===== src/rtl/im_port_arbiter.sv =====
// im_port_arbiter: shares the single-ported IM between fetch, LWI reads and the loader; IM_ARB_PERF_CNT_EN adds perf counters
module im_port_arbiter #(
  parameter int ADDR_W       = 16,
  parameter int DATA_W       = 16,
  parameter int LD_MAX_BURST = 8
) (
  input  logic              clk,
  input  logic              rst,
  input  logic [ADDR_W-1:0] if_addr,
  output logic              stall_if,
  output logic [DATA_W-1:0] if_instr,
  output logic              if_valid,
  input  logic              lwi_req,
  input  logic [ADDR_W-1:0] lwi_addr,
  output logic [DATA_W-1:0] lwi_data,
  output logic              lwi_valid,
  input  logic              ld_req,
  input  logic              ld_we,
  input  logic [ADDR_W-1:0] ld_addr,
  input  logic [DATA_W-1:0] ld_wdata,
  output logic              ld_gnt,
  output logic [ADDR_W-1:0] im_addr,
  output logic              im_re,
  output logic              im_we,
  output logic [DATA_W-1:0] im_wdata,
  input  logic [DATA_W-1:0] im_rdata
`ifdef IM_ARB_PERF_CNT_EN
  ,
  output logic [31:0]       perf_stall_cnt,
  output logic [31:0]       perf_lwi_cnt
`endif
);
  localparam int CNT_W = $clog2(LD_MAX_BURST + 1);
  typedef enum logic [2:0] {FETCH, LWI_ADDR, LWI_DATA, LOAD, LD_GAP} state_t;
  state_t state_q, state_d;
  logic [CNT_W-1:0] cnt_q, cnt_d;
  logic [DATA_W-1:0] lwi_data_q, lwi_data_d;
  logic lwi_valid_q, lwi_valid_d, if_valid_q, fetch_gnt;
  assign if_instr  = im_rdata;
  assign if_valid  = if_valid_q;
  assign lwi_data  = lwi_data_q;
  assign lwi_valid = lwi_valid_q;
  assign im_wdata  = ld_wdata;
  // Port ownership sequencing; a request whose lwi_valid is showing this cycle is already complete
  always_comb begin
    state_d     = state_q;
    cnt_d       = cnt_q;
    stall_if    = 1'b1;
    ld_gnt      = 1'b0;
    fetch_gnt   = 1'b0;
    im_addr     = if_addr;
    im_re       = 1'b0;
    im_we       = 1'b0;
    lwi_valid_d = 1'b0;
    lwi_data_d  = lwi_data_q;
    case (state_q)
      FETCH: begin
        if (ld_req) begin
          ld_gnt  = 1'b1;
          cnt_d   = CNT_W'(1);
          state_d = (LD_MAX_BURST == 1) ? LD_GAP : LOAD;
        end else if (lwi_req && !lwi_valid_q) begin
          state_d = LWI_ADDR;
        end else begin
          stall_if  = 1'b0;
          fetch_gnt = 1'b1;
          im_re     = 1'b1;
        end
      end
      LWI_ADDR: begin
        im_addr = lwi_addr;
        im_re   = 1'b1;
        state_d = LWI_DATA;
      end
      LWI_DATA: begin
        lwi_data_d  = im_rdata;
        lwi_valid_d = 1'b1;
        state_d     = FETCH;
      end
      LOAD: begin
        if (!ld_req) begin
          cnt_d   = '0;
          state_d = FETCH;
        end else begin
          ld_gnt  = 1'b1;
          cnt_d   = cnt_q + CNT_W'(1);
          state_d = (cnt_q == CNT_W'(LD_MAX_BURST - 1)) ? LD_GAP : LOAD;
        end
      end
      LD_GAP: begin
        cnt_d   = '0;
        state_d = lwi_req ? LWI_ADDR : FETCH;
      end
      default: state_d = FETCH;
    endcase
    if (ld_gnt) begin
      im_addr = ld_addr;
      im_we   = ld_we;
      im_re   = !ld_we;
    end
  end
  // State, burst counter and registered LWI/fetch result flags
  always_ff @(posedge clk) begin
    if (rst) begin
      state_q     <= FETCH;
      cnt_q       <= '0;
      lwi_data_q  <= '0;
      lwi_valid_q <= 1'b0;
      if_valid_q  <= 1'b0;
    end else begin
      state_q     <= state_d;
      cnt_q       <= cnt_d;
      lwi_data_q  <= lwi_data_d;
      lwi_valid_q <= lwi_valid_d;
      if_valid_q  <= fetch_gnt;
    end
  end
`ifdef IM_ARB_PERF_CNT_EN
  // Saturating counts of stalled cycles and completed LWI reads
  always_ff @(posedge clk) begin
    if (rst) begin
      perf_stall_cnt <= '0;
      perf_lwi_cnt   <= '0;
    end else begin
      if (stall_if && perf_stall_cnt != '1) perf_stall_cnt <= perf_stall_cnt + 32'd1;
      if (lwi_valid_q && perf_lwi_cnt != '1) perf_lwi_cnt <= perf_lwi_cnt + 32'd1;
    end
  end
`endif
endmodule


===== config.mk =====
export PLATFORM = sky130hd
export DESIGN_NAME = im_port_arbiter
export DESIGN_NICKNAME = d
export VERILOG_FILES = /design/src/rtl/im_port_arbiter.sv
export SDC_FILE = /design/constraint.sdc
export NUM_CORES = 1
export LEC_CHECK = 0
export ABC_AREA = 0
export BUFFER_PORTS_ARGS = -buffer_cell sky130_fd_sc_hd__buf_4
export CORE_MARGIN = 1
export CORE_UTILIZATION = 37
export DETAILED_ROUTE_END_ITERATION = 7
export GPL_TIMING_DRIVEN = 0
export PLACE_DENSITY = 0.81
export SKIP_LAST_GASP = 1
export SYNTH_ARGS = -nofsm -noshare
export SYNTH_HDL_FRONTEND = slang
export SYNTH_SLANG_ARGS = --single-unit

===== constraint.sdc =====
create_clock -name clk -period 1.8 [get_ports clk]
set_input_delay 0.36 -clock clk [delete_from_list [all_inputs] [get_ports clk]]
set_output_delay 0.36 -clock clk [all_outputs]
set_load 0.1 [all_outputs]

==> results.cfg <==
[outcome]
status = finished with violations
violations = negative setup slack

[synth]
synth-xor-area-share = 0
muxShareOfSynthArea = 0.0971
syn_avg_cell_area_sq_um = 7.60
synth_area_leaders = dfxtp_1 30%, buf_4 16%, nand2_1 12%, mux2i_1 9.7%, a21oi_1 7.0%
ys_ff_latch = 25
yosysUniqueCellTypes = 33
synth_fa_ha_area_frac = 0.00759
synth_top_area_frac = 0.303
syn_nets = 303
synth_area_leader_cell = dfxtp_1
syn-instance-count = 217
synth_simple_gate_area_frac = 0.212
synth_compound_area_frac = 0.177
seq_area_frac_synth = 0.303
yosysWarnings = 0
syn_area_sq_mm = 0.00165
synth_top_family_by_area = simple AND/OR/NAND/NOR gates

[route]
drt_iter0_markers = 294
drc = 0
routed_wirelength_mm = 11.4
dr_total_vias = 2648
dr.pass1.iters = 5
vias_per_cell = 6.09
final_antenna_net_count = 0
wl_per_cell_microns = 26.2

[worst_setup_path]
rrSetupSlack_ns = -0.05
worstPathRequired_ns = 1.44
crit_path_max_fanout = 5
cp_data_arrival_time_ns = 1.84
cp-end-kind = output port
startpoint_type = register
critPathKind = register to output port

[timing]
fmaxAchievable_mhz = 454
finalHoldViolCount = 0
post-route-period-util = 1.22
relSlewSlack = 0.666
rsz0062_at_grt = true
hold-worst-slack_ns = 0.309
clock_skew_ns = 0.00427
fin_crit_ns = 2.20
worst_slack_ns = -0.404
setup_viol = 21
fin_setup_tns_ns = -7.23
tightest_slew_ns = 0.502
finalMaxSlewViolations = 0

[die]
initial_core_util = 0.398
rows = 23
die_height_microns = 68.8
fp.dieArea_sq_mm = 0.00473
ios = 155
core_area_sq_mm = 0.00414
fp.dieW_microns = 68.8

[clock_network]
clkTransAtPathRegs_ns = 0.10
cts_buffers = 3
insertion_delay_ns = 0.28
clockBufferDepth = 2
cts_tree = built
htree_levels = 1
cts.sinks = 25
clk_root_buffer_cell = clkbuf_8

[run]
maxCapViolations = 0

[hold_path]
hp-class = primary input to register

[global_routing]
overflow = 0
grt_antenna_before_repair = 0
grt_max_degree = 14
grtUsageTotal = 0.381
grt_pass1_vias = 2362
grt_pass1_wl_mm = 12.6

[power]
leakagePower_nw = 1.75
power.total_mw = 4.46
power_density_mw_per_mm2 = 1140
ir_drop_mv = 0.703

[placed_design]
io_buffers = 137
dp_hpwl_mm = 4.28
dp_cells = 404
gp_congestion = 0.811
post-place-ws_ns = -0.415

[cells_and_area]
insertedDiodeCount = 0
final_nets = 472
synthToLayoutAreaGrowth_pct = 137
drive_above_1_share = 0.709
fin_cells = 435
==> synth_stat cells <==
| cell type | count |
|---|---|
| nand2b_1 | 4 |
| dfxtp_1 | 25 |
| inv_1 | 2 |
| nor4bb_1 | 1 |
| nand4b_1 | 1 |
| a211oi_2 | 1 |
| a21oi_1 | 23 |
| and2b_1 | 1 |
| nor3b_1 | 1 |
| ha_1 | 1 |
| a2111oi_2 | 1 |
| nand2_1 | 53 |
| and3_1 | 1 |
| a21o_1 | 1 |
| a41oi_1 | 1 |
| mux2i_1 | 16 |
| and2b_4 | 1 |
| o21ai_0 | 2 |
| clkbuf_1 | 3 |
| nor4_1 | 1 |
| nand3b_1 | 1 |
| a21oi_4 | 1 |
| a2bb2oi_1 | 1 |
| and2_1 | 2 |
| buf_6 | 3 |
| buf_2 | 4 |
| buf_4 | 35 |
| nand3_1 | 3 |
| o21ai_1 | 18 |
| nor2_1 | 6 |
| a22oi_1 | 1 |
| nor3_1 | 1 |
| or2_1 | 1 |
==> worst max-delay path, stage by stage (launching register included) <==
cell	delay (ns)
dfxtp_4	0.38
or2_4	0.28
a21oi_4	0.19
buf_6	0.18
clkbuf_16	0.17
buf_4	0.12
o21ai_4	0.06
buf_12	0.17
==> placed cells by master, fill, tap and decap left out, types with 8 or more instances in the layout <==
cell type / netlist / layout
a21oi_1: 23 / 22
mux2i_4: 0 / 15
nand2_1: 53 / 37
o21ai_4: 0 / 17
nand2_2: 0 / 11
buf_6: 3 / 8
buf_12: 0 / 23
buf_4: 35 / 169
dfxtp_1: 25 / 21
==> final cells by class <==
type | count | area (sq um)
multi-input combinational | 145 | 1310
buffer | 44 | 368
fill | 120 | 243
clock buffer | 4 | 45.0
timing repair buffer | 165 | 1600
inverter | 2 | 7.51
sequential | 25 | 513
tap | 50 | 62.6
==> power breakdown <==
part	leakage (nW)	internal (mW)	switching, mW
combinational	1.52	1.28	2.17
clock	0.0228	0.159	0.198
sequential	0.206	0.605	0.0524
total	1.75	2.04	2.42
==> metal layers <==
layer  vias up  global-route usage  part of all wire
met5         -                   0                 0
met4         0               0.263             0.093
met3       109              0.0855              0.14
met2       304               0.681              0.45
met1      1200               0.392              0.31
li1       1035                   -                 -
==> worst paths after layout <==
check / start / end / cells past startpoint
max reg2reg: state_q[0]$_SDFFE_PP0P_ / lwi_data[11]$_SDFFE_PP0P_ / 7
min: rst / cnt_q[3]$_SDFFE_PP0P_ / 2
min reg2reg: lwi_data[15]$_SDFFE_PP0P_ / lwi_data[15]$_SDFFE_PP0P_ / 2
max: state_q[0]$_SDFFE_PP0P_ / im_addr[12] / 7
==> sequential cells by signal, summed over array words and instances (netlist names) <==
name / count
lwi_data: 16
cnt_q: 4
state_q: 3
if_valid: 1
lwi_valid: 1
==> stage by stage <==
step / utilization / instance area, sq um
finish: 0.941 / 3900
detailed placement: 0.722 / 2990
floorplan: - / 1900
global placement: 0.722 / 2990
CTS: 0.902 / 3740
global route: 0.941 / 3900
==> kinds of logic (layout without fill, tap and decap cells) <==
group,Yosys count,count (layout)
fa+ha+maj,1,1
buf+inv,47,215
mux,16,16
compound gates,50,50
simple gates,78,78
flops,25,25
==> what timing repair did <==
item,CTS,global route
gates resized for setup,117,20
hold buffers,0,0
gates cloned,1,2
setup endpoints to repair,20,20
pin swaps,5,8
buffers inserted,19,7
No activity file was read; power rests on OpenSTA's default activity.
